--- src/rtl/uart_alu_if.sv ---
// uart_alu_if
// Bundles every signal between uart_alu_ctrl and its surroundings: the UART
// receiver/transmitter strobes and data, and the combinational ALU.
//
// Handshake semantics (no backpressure anywhere):
//   rx_done    1-cycle strobe from the receiver; rx_data valid in that cycle.
//   tx_done    1-cycle strobe from the transmitter after its stop bit.
//   tx_start   1-cycle request to the transmitter; tx_data held until tx_done.
//   alu_result combinational function of alu_a/alu_b/alu_op.
//
// Modports:
//   master  - the controller (drives tx_*, alu_a/b/op, busy, err_*)
//   slave   - the UART/ALU environment (drives rx_*, tx_done, alu_result)
interface uart_alu_if #(
    parameter int NB_DATA = 8,
    parameter int NB_OP   = 6
);
    logic               rx_done;
    logic [NB_DATA-1:0] rx_data;
    logic               tx_done;
    logic [NB_DATA-1:0] alu_result;
    logic               tx_start;
    logic [NB_DATA-1:0] tx_data;
    logic [NB_DATA-1:0] alu_a;
    logic [NB_DATA-1:0] alu_b;
    logic [NB_OP-1:0]   alu_op;
    logic               busy;
    logic               err_op;
    logic               err_drop;
    logic               err_tmo;

    modport master (
        input  rx_done, rx_data, tx_done, alu_result,
        output tx_start, tx_data, alu_a, alu_b, alu_op,
               busy, err_op, err_drop, err_tmo
    );

    modport slave (
        output rx_done, rx_data, tx_done, alu_result,
        input  tx_start, tx_data, alu_a, alu_b, alu_op,
               busy, err_op, err_drop, err_tmo
    );
endinterface

--- src/rtl/uart_alu_ctrl.sv ---
// uart_alu_ctrl
// Collects three received bytes (operand A, operand B, opcode), drives the
// external combinational ALU, and sends the result byte back through the
// UART transmitter. Invalid opcodes, bytes arriving while busy and (optionally)
// stalled commands are reported as one-cycle error pulses.
//
// Ports:
//   clk        system clock, rising edge
//   reset      asynchronous, active-high
//   bus        uart_alu_if.master (rx/tx strobes and data, ALU operands and
//              result, busy, err_op, err_drop, err_tmo)
//   state_dbg  current FSM state encoding (debug)
//
// Optional feature: define UART_ALU_TIMEOUT_EN to abandon a partial command
// when no byte arrives for TIMEOUT cycles while waiting for B or the opcode.
module uart_alu_ctrl #(
    parameter int NB_DATA = 8,
    parameter int NB_OP   = 6,
    parameter int TIMEOUT = 10_000_000,
    parameter int NB_TMO  = 24
) (
    input  logic       clk,
    input  logic       reset,
    uart_alu_if.master bus,
    output logic [2:0] state_dbg
);
    if (TIMEOUT >= (1 << NB_TMO)) begin : g_tmo_width_check
        $error("NB_TMO too small for TIMEOUT");
    end

    typedef enum logic [2:0] {
        S_WAIT_A  = 3'd0,
        S_WAIT_B  = 3'd1,
        S_WAIT_OP = 3'd2,
        S_EXEC    = 3'd3,
        S_SEND    = 3'd4,
        S_WAIT_TX = 3'd5
    } state_t;

    localparam logic [NB_OP-1:0] OP_ADD = NB_OP'(8'h20);
    localparam logic [NB_OP-1:0] OP_SUB = NB_OP'(8'h22);
    localparam logic [NB_OP-1:0] OP_AND = NB_OP'(8'h24);
    localparam logic [NB_OP-1:0] OP_OR  = NB_OP'(8'h25);
    localparam logic [NB_OP-1:0] OP_XOR = NB_OP'(8'h26);
    localparam logic [NB_OP-1:0] OP_NOR = NB_OP'(8'h27);
    localparam logic [NB_OP-1:0] OP_SRA = NB_OP'(8'h03);
    localparam logic [NB_OP-1:0] OP_SRL = NB_OP'(8'h02);

    state_t             state_q, state_d;
    logic [NB_DATA-1:0] alu_a_q, alu_a_d;
    logic [NB_DATA-1:0] alu_b_q, alu_b_d;
    logic [NB_OP-1:0]   alu_op_q, alu_op_d;
    logic [NB_DATA-1:0] tx_data_q, tx_data_d;
    logic               tx_start_q, tx_start_d;
    logic               busy_q, busy_d;
    logic               err_op_q, err_op_d;
    logic               err_drop_q, err_drop_d;
    logic               err_tmo_q, err_tmo_d;
    logic               op_valid;
    logic               tmo_expired;

    // The whole received byte must match; upper bits outside the opcode field
    // have to be zero.
    always_comb begin
        op_valid = 1'b0;
        if (bus.rx_data[NB_DATA-1:NB_OP] == '0) begin
            case (bus.rx_data[NB_OP-1:0])
                OP_ADD, OP_SUB, OP_AND, OP_OR,
                OP_XOR, OP_NOR, OP_SRA, OP_SRL: op_valid = 1'b1;
                default:                        op_valid = 1'b0;
            endcase
        end
    end

`ifdef UART_ALU_TIMEOUT_EN
    logic [NB_TMO-1:0] tmo_cnt_q, tmo_cnt_d;

    // Counts idle cycles while a command is partially received. A byte in the
    // expiry cycle wins, so rx_done both clears the count and masks expiry.
    always_comb begin
        tmo_cnt_d   = '0;
        tmo_expired = 1'b0;
        if ((state_q == S_WAIT_B || state_q == S_WAIT_OP) && !bus.rx_done) begin
            if (tmo_cnt_q == NB_TMO'(TIMEOUT - 1)) begin
                tmo_expired = 1'b1;
            end else begin
                tmo_cnt_d = tmo_cnt_q + NB_TMO'(1);
            end
        end
    end

    always_ff @(posedge clk or posedge reset) begin
        if (reset) tmo_cnt_q <= '0;
        else       tmo_cnt_q <= tmo_cnt_d;
    end
`else
    assign tmo_expired = 1'b0;
`endif

    always_comb begin
        state_d    = state_q;
        alu_a_d    = alu_a_q;
        alu_b_d    = alu_b_q;
        alu_op_d   = alu_op_q;
        tx_data_d  = tx_data_q;
        tx_start_d = 1'b0;
        err_op_d   = 1'b0;
        err_drop_d = 1'b0;
        err_tmo_d  = 1'b0;
        case (state_q)
            S_WAIT_A: begin
                if (bus.rx_done) begin
                    alu_a_d = bus.rx_data;
                    state_d = S_WAIT_B;
                end
            end
            S_WAIT_B: begin
                if (bus.rx_done) begin
                    alu_b_d = bus.rx_data;
                    state_d = S_WAIT_OP;
                end else if (tmo_expired) begin
                    err_tmo_d = 1'b1;
                    state_d   = S_WAIT_A;
                end
            end
            S_WAIT_OP: begin
                if (bus.rx_done) begin
                    alu_op_d = bus.rx_data[NB_OP-1:0];
                    if (op_valid) begin
                        state_d = S_EXEC;
                    end else begin
                        err_op_d = 1'b1;
                        state_d  = S_WAIT_A;
                    end
                end else if (tmo_expired) begin
                    err_tmo_d = 1'b1;
                    state_d   = S_WAIT_A;
                end
            end
            S_EXEC: begin
                // ALU has had one full cycle to settle on the new alu_op_q.
                tx_data_d  = bus.alu_result;
                tx_start_d = 1'b1;
                err_drop_d = bus.rx_done;
                state_d    = S_SEND;
            end
            S_SEND: begin
                err_drop_d = bus.rx_done;
                state_d    = S_WAIT_TX;
            end
            S_WAIT_TX: begin
                err_drop_d = bus.rx_done;
                if (bus.tx_done) state_d = S_WAIT_A;
            end
            default: state_d = S_WAIT_A;
        endcase
        busy_d = (state_d == S_EXEC) || (state_d == S_SEND) || (state_d == S_WAIT_TX);
    end

    always_ff @(posedge clk or posedge reset) begin
        if (reset) begin
            state_q    <= S_WAIT_A;
            alu_a_q    <= '0;
            alu_b_q    <= '0;
            alu_op_q   <= '0;
            tx_data_q  <= '0;
            tx_start_q <= 1'b0;
            busy_q     <= 1'b0;
            err_op_q   <= 1'b0;
            err_drop_q <= 1'b0;
            err_tmo_q  <= 1'b0;
        end else begin
            state_q    <= state_d;
            alu_a_q    <= alu_a_d;
            alu_b_q    <= alu_b_d;
            alu_op_q   <= alu_op_d;
            tx_data_q  <= tx_data_d;
            tx_start_q <= tx_start_d;
            busy_q     <= busy_d;
            err_op_q   <= err_op_d;
            err_drop_q <= err_drop_d;
            err_tmo_q  <= err_tmo_d;
        end
    end

    assign bus.alu_a    = alu_a_q;
    assign bus.alu_b    = alu_b_q;
    assign bus.alu_op   = alu_op_q;
    assign bus.tx_data  = tx_data_q;
    assign bus.tx_start = tx_start_q;
    assign bus.busy     = busy_q;
    assign bus.err_op   = err_op_q;
    assign bus.err_drop = err_drop_q;
    assign bus.err_tmo  = err_tmo_q;
    assign state_dbg    = state_q;
endmodule

--- src/flat_wrapper.sv ---
// flat-port wrapper written by rule: the top's interface ports become plain ports
module uart_alu_ctrl_flat 
#(
    parameter int NB_DATA = 8,
    parameter int NB_OP   = 6,
    parameter int TIMEOUT = 10_000_000,
    parameter int NB_TMO  = 24
)
  (clk, reset, state_dbg, bus_rx_done, bus_rx_data, bus_tx_done, bus_alu_result, bus_tx_start, bus_tx_data, bus_alu_a, bus_alu_b, bus_alu_op, bus_busy, bus_err_op, bus_err_drop, bus_err_tmo);
  uart_alu_if #(.NB_DATA(NB_DATA), .NB_OP(NB_OP)) bus_i ();
  input  logic clk;
  input  logic reset;
  output logic [2:0] state_dbg;
  input wire logic [$bits(bus_i.rx_done)-1:0] bus_rx_done;
  input wire logic [$bits(bus_i.rx_data)-1:0] bus_rx_data;
  input wire logic [$bits(bus_i.tx_done)-1:0] bus_tx_done;
  input wire logic [$bits(bus_i.alu_result)-1:0] bus_alu_result;
  output wire logic [$bits(bus_i.tx_start)-1:0] bus_tx_start;
  output wire logic [$bits(bus_i.tx_data)-1:0] bus_tx_data;
  output wire logic [$bits(bus_i.alu_a)-1:0] bus_alu_a;
  output wire logic [$bits(bus_i.alu_b)-1:0] bus_alu_b;
  output wire logic [$bits(bus_i.alu_op)-1:0] bus_alu_op;
  output wire logic [$bits(bus_i.busy)-1:0] bus_busy;
  output wire logic [$bits(bus_i.err_op)-1:0] bus_err_op;
  output wire logic [$bits(bus_i.err_drop)-1:0] bus_err_drop;
  output wire logic [$bits(bus_i.err_tmo)-1:0] bus_err_tmo;
  assign bus_i.rx_done = bus_rx_done;
  assign bus_i.rx_data = bus_rx_data;
  assign bus_i.tx_done = bus_tx_done;
  assign bus_i.alu_result = bus_alu_result;
  assign bus_tx_start = bus_i.tx_start;
  assign bus_tx_data = bus_i.tx_data;
  assign bus_alu_a = bus_i.alu_a;
  assign bus_alu_b = bus_i.alu_b;
  assign bus_alu_op = bus_i.alu_op;
  assign bus_busy = bus_i.busy;
  assign bus_err_op = bus_i.err_op;
  assign bus_err_drop = bus_i.err_drop;
  assign bus_err_tmo = bus_i.err_tmo;
  uart_alu_ctrl #(.NB_DATA(NB_DATA), .NB_OP(NB_OP), .TIMEOUT(TIMEOUT), .NB_TMO(NB_TMO)) u_core (.clk(clk), .reset(reset), .bus(bus_i), .state_dbg(state_dbg));
endmodule
--- config.mk ---
export PLATFORM = sky130hd
export DESIGN_NAME = uart_alu_ctrl_flat
export DESIGN_NICKNAME = d
export VERILOG_FILES = /design/src/rtl/uart_alu_if.sv /design/src/rtl/uart_alu_ctrl.sv /design/src/flat_wrapper.sv
export SDC_FILE = /design/constraint.sdc
export NUM_CORES = 1
export LEC_CHECK = 0
export BUFFER_PORTS_ARGS = -buffer_cell sky130_fd_sc_hd__clkbuf_2
export CORE_ASPECT_RATIO = 2
export CORE_MARGIN = 3
export CORE_UTILIZATION = 48
export DETAILED_ROUTE_END_ITERATION = 8
export MAX_ROUTING_LAYER = met4
export PLACE_DENSITY = 0.77
export SYNTH_ARGS = -nofsm -noshare
export SYNTH_HDL_FRONTEND = slang
export SYNTH_SLANG_ARGS = --single-unit
--- constraint.sdc ---
create_clock -name clk -period 1.7 [get_ports clk]
set_input_delay 0.17 -clock clk [delete_from_list [all_inputs] [get_ports clk]]
set_output_delay 0.17 -clock clk [all_outputs]
set_load 0.01 [all_outputs]
== Word-level counts from Yosys, hierarchy flattened ==
Cells that the tools add are included.

* Flip-flop bits (word level): 37
* Bits in latches: 0
* RAM bits: 0
* Bits in read-only memories: 0
* Input port bits: 20
* Word-level logic and storage cells: 47
* Memories kept: 0

* $add $sub $neg: 0
* Multipliers: 0
* Divide/modulo/power cells: 0
* $lt $le $gt $ge: 0
* Equality and inequality tests: 16
* Shift-type cells: 0
* Mux-type cells: 13
* Bitwise gates (word level): 0
* Reduce and logical (&&, ||, !) cells: 9

{| class="wikitable"
|+ Operators with widths
! kind !! count
|-
| $eq 6x6->1 const B || 6
|-
| $pmux 3 s6 || 1
|-
| $eq 3x3->1 const B || 4
|-
| $eq 6x2->1 const B || 2
|-
| $mux 3 || 4
|-
| $eq 3x2->1 const B || 3
|-
| $reduce_or 8->1 || 1
|-
| $mux 1 || 7
|-
| $reduce_and 2->1 || 3
|-
| $eq 3x1->1 const B || 1
|-
| $logic_not 3->1 || 1
|-
| $reduce_or 3->1 || 1
|-
| $logic_not 2->1 || 1
|-
| $logic_or 1x1->1 || 2
|-
| $mux 2 || 1
|}

== Logic depth before layout (Yosys ltp) ==
* Depth in word-level cells: 10
* Depth in mapped cells: 5
* Mapped depth without buffers: 4

== Worst setup path before layout ==
OpenSTA, ideal clock, no wires.

* Path kind: reg-to-reg
* From: reg u_core.state_q[0] (netlist: u_core.state_dbg[0])
* To: reg u_core.tx_data_q[0] (netlist: u_core.bus.tx_data[0])
* Arrival time: 1.314 ns
* Required time: 1.575 ns
* Path slack: 0.261 ns
* Cell stages (with the launch flop): 6
* Path buffers: 1
* Cell sequence: dfrtp_1 clkbuf_2 nand2_1 or2_4 clkinv_4 mux2_2

* Word-level cells in the longest chain between the ends: 1

{| class="wikitable"
|+ RTL lines
! what !! line !! RTL
|-
| from (decl) || uart_alu_ctrl.sv:49 || <nowiki>state_t state_q, state_d;</nowiki>
|-
| from (signal assigned) || uart_alu_ctrl.sv:173 || <nowiki>state_q <= state_d;</nowiki>
|-
| $eq 3x2->1 || uart_alu_ctrl.sv:110 || <nowiki>case (state_q)</nowiki>
|-
| to (signal assigned) || uart_alu_ctrl.sv:177 || <nowiki>tx_data_q <= tx_data_d;</nowiki>
|-
| to (decl) || uart_alu_ctrl.sv:53 || <nowiki>logic [NB_DATA-1:0] tx_data_q, tx_data_d;</nowiki>
|}

No other way between the ends.
A chain may end at the register's enable or synchronous reset.

== Worst setup path after layout ==
* From: reg u_core.state_q[2] (netlist: u_core.state_dbg[2])
* To: reg u_core.alu_a_q[3] (netlist: u_core.bus.alu_a[3])

* Word-level cells in the longest chain between the ends: 2

{| class="wikitable"
|+ RTL lines
! what !! line !! RTL
|-
| $logic_not 3->1 || uart_alu_ctrl.sv:110 ||
|-
| $reduce_and 2->1 (no line) || -- ||
|-
| to (signal assigned) || uart_alu_ctrl.sv:174 || <nowiki>alu_a_q <= alu_a_d;</nowiki>
|-
| to (decl) || uart_alu_ctrl.sv:50 || <nowiki>logic [NB_DATA-1:0] alu_a_q, alu_a_d;</nowiki>
|}

No other way between the ends.

==> PnR_summary.wiki <==
{| class="wikitable"
! Metric !! Value
|-
| Residual DRC count || 0
|-
| Power share of the combinational group || 0.400
|-
| Number of flops mapped to enable cells by yosys || 0
|-
| Critical path required time || 1.87 ns
|-
| Instance count of the mapped netlist || 101
|-
| Most numerous cell in the Yosys netlist || sky130_fd_sc_hd__dfrtp_1
|-
| Total iterations of the first detailed-routing run || 4
|-
| Die Area || 3910 µm²
|-
| Critical path peak fanout || 9
|-
| Critical Path End Type || flop
|-
| Part of the power in registers || 0.436
|-
| Htree depth || 2
|-
| Switching power share of the total || 0.336
|-
| Vias in the first global route || 1049
|-
| Number of DRC markers in iteration 0 || 16
|-
| Cell accounting for the most synthesized area || sky130_fd_sc_hd__dfrtp_1
|-
| Post-route clock period utilization || 0.880
|-
| Share of post-route cells with drive strength above 1 || 0.604
|-
| Area added between synthesis and finish || 26.7%
|-
| Biggest area contributors in the synthesized netlist || sky130_fd_sc_hd__dfrtp_1, sky130_fd_sc_hd__mux2_2, sky130_fd_sc_hd__mux2_1
|-
| CTS hold repair buffers || 1
|-
| Gr usage total || 0.182
|-
| Count of nets left with antenna violations after detail routing || 0
|-
| Number of max-slew violations in the final report || 0
|-
| Most numerous cell types in the synthesized netlist || sky130_fd_sc_hd__dfrtp_1, sky130_fd_sc_hd__mux2_2, sky130_fd_sc_hd__nand2_1
|-
| Max cap viols || 0
|-
| Clock transition at the registers of the reported paths || 0.07 ns
|-
| Worst hold path class || in2reg
|-
| IO buf count || 56
|-
| Post-synthesis cell area || 1520 µm²
|-
| Diode insertion count for antenna repair || 0
|-
| Kind of start point of the critical path || flop
|-
| Power density normalized to cell area || 1880 nW/µm²
|-
| Slowest Stage Delay on Critical Path || 0.46 ns
|-
| Gpl congestion || 0.727
|-
| Inserted Clock Buffers || 5
|-
| Total setup buffers inserted after CTS || 0
|-
| Remaining global-route overflow || 0
|-
| Area of the core region || 2980 µm²
|-
| Root Buffer Master || sky130_fd_sc_hd__clkbuf_8
|-
| CTS tree || built
|-
| Syn Area/Cell || 15.0 µm²
|-
| Fin Clk Skew || 0.00479 ns
|-
| Net count reported at finish || 184
|-
| Fill cells || 248
|-
| Number of flip-flops and latches in the synthesized netlist || 37
|-
| First-pass GRT wire length || 4850 µm
|-
| Largest net degree at the start of global routing || 38
|-
| Register area share after synthesis || 0.611
|-
| CP Cell Sequence || nand2b_4, nor3_4, mux2_2
|-
| Unrepaired setup endpoints after global routing || no
|-
| Most used DFF post-synth || sky130_fd_sc_hd__dfrtp_1
|-
| Unique cell type count in the Yosys netlist || 29
|-
| Die H || 85.5 µm
|-
| Antenna violations before repair || 0
|-
| Total clock sinks || 37
|-
| Maximum VDD drop || 1.11 mV
|-
| YS warnings || 0
|-
| Net count after synthesis || 121
|-
| Top-Level Pins || 58
|-
| Cell with the largest stage delay on the worst path || sky130_fd_sc_hd__dfrtp_1
|-
| Clock latency on the worst-skew pair || 0.28 ns
|-
| Peak clock frequency supported by timing || 668 MHz
|-
| Horizontal die dimension || 45.7 µm
|-
| Status || finished clean
|-
| Switching power || 1.21 mW
|-
| Setup Viol. Count Final || 0
|-
| Sum of routed wire length over all layers || 3050 µm
|-
| Setup TNS || 0 ns
|-
| Vias after detailed routing || 1033
|-
| Detailed-placement wirelength estimate || 2420 µm
|-
| Via density || 5.32
|-
| Type of the worst setup path || reg2reg
|-
| Arrival time worst endpoint || 1.66 ns
|-
| Final hold violation count || 0
|-
| Resized cells post-CTS || 0
|-
| Part of the total power dissipated in the clock network || 0.164
|-
| Total leakage power || 0.948 nW
|-
| Initial Utilization || 0.509
|-
| Power consumption || 3.61 mW
|-
| Time the final worst path needs with I/O delays and setup || 1.50 ns
|-
| Async S/R FF share, synth || 1.00
|-
| Wire per inst || 15.7 µm
|-
| Power Internal || 2.40 mW
|-
| Proportion of netlist area held by the largest area contributor || 0.611
|-
| Number of placement rows || 28
|-
| Clock Path Buffers || 2
|}
-- placed cells by master (no fill, tap or decap), types with 2 or more instances in the layout --
master / n
sky130_fd_sc_hd__nor2b_4: 2
sky130_fd_sc_hd__nor2b_1: 2
sky130_fd_sc_hd__dfrtp_1: 37
sky130_fd_sc_hd__clkbuf_8: 6
sky130_fd_sc_hd__clkbuf_2: 56
sky130_fd_sc_hd__nand2_1: 6
sky130_fd_sc_hd__o211ai_1: 2
sky130_fd_sc_hd__mux2_2: 27
sky130_fd_sc_hd__buf_4: 2
sky130_fd_sc_hd__mux2_1: 3
-- area by class of cell --
type	count	area (µm²)	share of cell area
repair buffers	59	305	0.159
flip-flops and latches	37	926	0.482
clock buffers	7	86.3	0.0449
inverters	2	12.5	0.00651
well taps	30	37.5	0.0195
multi-input cells	59	554	0.288
-- sequential cells by signal, indices dropped and copies added, names as in the netlist --
name	flops
u_core.bus.alu_a	8
u_core.bus.alu_b	8
u_core.bus.alu_op	6
u_core.bus.busy	1
u_core.bus.err_drop	1
u_core.bus.err_op	1
u_core.bus.tx_data	8
u_core.bus.tx_start	1
u_core.state_dbg	3
-- path summary, 6_finish.rpt --
check / start / end / slack [ns] / depth (start not counted)
hold reg to reg: u_core.bus.alu_op[1]$_DFFE_PP0P_ / u_core.bus.alu_op[1]$_DFFE_PP0P_ / 0.50 / 1
max in group asynchronous: reset / u_core.bus.alu_op[3]$_DFFE_PP0P_ / 0.87 / 4
setup / recovery: u_core.state_dbg[2]$_DFF_PP0_ / u_core.bus.alu_a[3]$_DFFE_PP0P_ / 0.20 / 3
setup reg to reg: u_core.state_dbg[2]$_DFF_PP0_ / u_core.bus.alu_a[3]$_DFFE_PP0P_ / 0.20 / 3
hold / removal: bus_alu_result[1] / u_core.bus.tx_data[1]$_DFFE_PP0P_ / 0.12 / 2
min in group asynchronous: reset / u_core.bus.alu_op[0]$_DFFE_PP0P_ / 0.51 / 4
-- power groups by stage --
stage	Combinational [mW]	Clock, mW	Sequential, mW
floorplan	0.720	0	1.74
global placement	1.41	0	1.57
detailed placement	1.48	0	1.59
CTS	1.48	0.615	1.58
global route	1.57	0.643	1.64
finish	1.44	0.594	1.57
-- through the flow --
| step | util | hold WS (ns) | instance area [µm²] | setup slack, ns | instances |
|---|---|---|---|---|---|
| CTS | 0.645 | 0.113 | 1920 | 0.198 | 194 |
| finish | 0.645 | 0.117 | 1920 | 0.204 | 194 |
| detailed placement | 0.613 | 0.281 | 1830 | 0.186 | 186 |
| floorplan | - | 0.292 | 1520 | 0.261 | 101 |
| global route | 0.645 | 0.111 | 1920 | 0.130 | 194 |
| global placement | 0.613 | 0.262 | 1830 | 0.269 | 186 |
-- layer usage --
| layer | track usage | part of all wire |
|---|---|---|
| met5 | - | 0 |
| met2 | 0.313 | 0.57 |
| met1 | 0.170 | 0.32 |
| met3 | 0.0525 | 0.084 |
| met4 | 0.0933 | 0.024 |
-- cells by family after synthesis --
kind of cell / count (synthesis) / synth area share
other cells: 1 / 0.00247
simple gates: 20 / 0.101
buf+inv: 5 / 0.0239
mux: 30 / 0.223
flops: 37 / 0.611
compound gates: 8 / 0.0388
-- worst max-delay path, delay by kind of cell, from the launching register on --
kind	cells	cell delay, ns
and+or+nand+nor	2	0.53
DFF	1	0.46
muxes	1	0.39
Power figures use the tool's default switching activity.
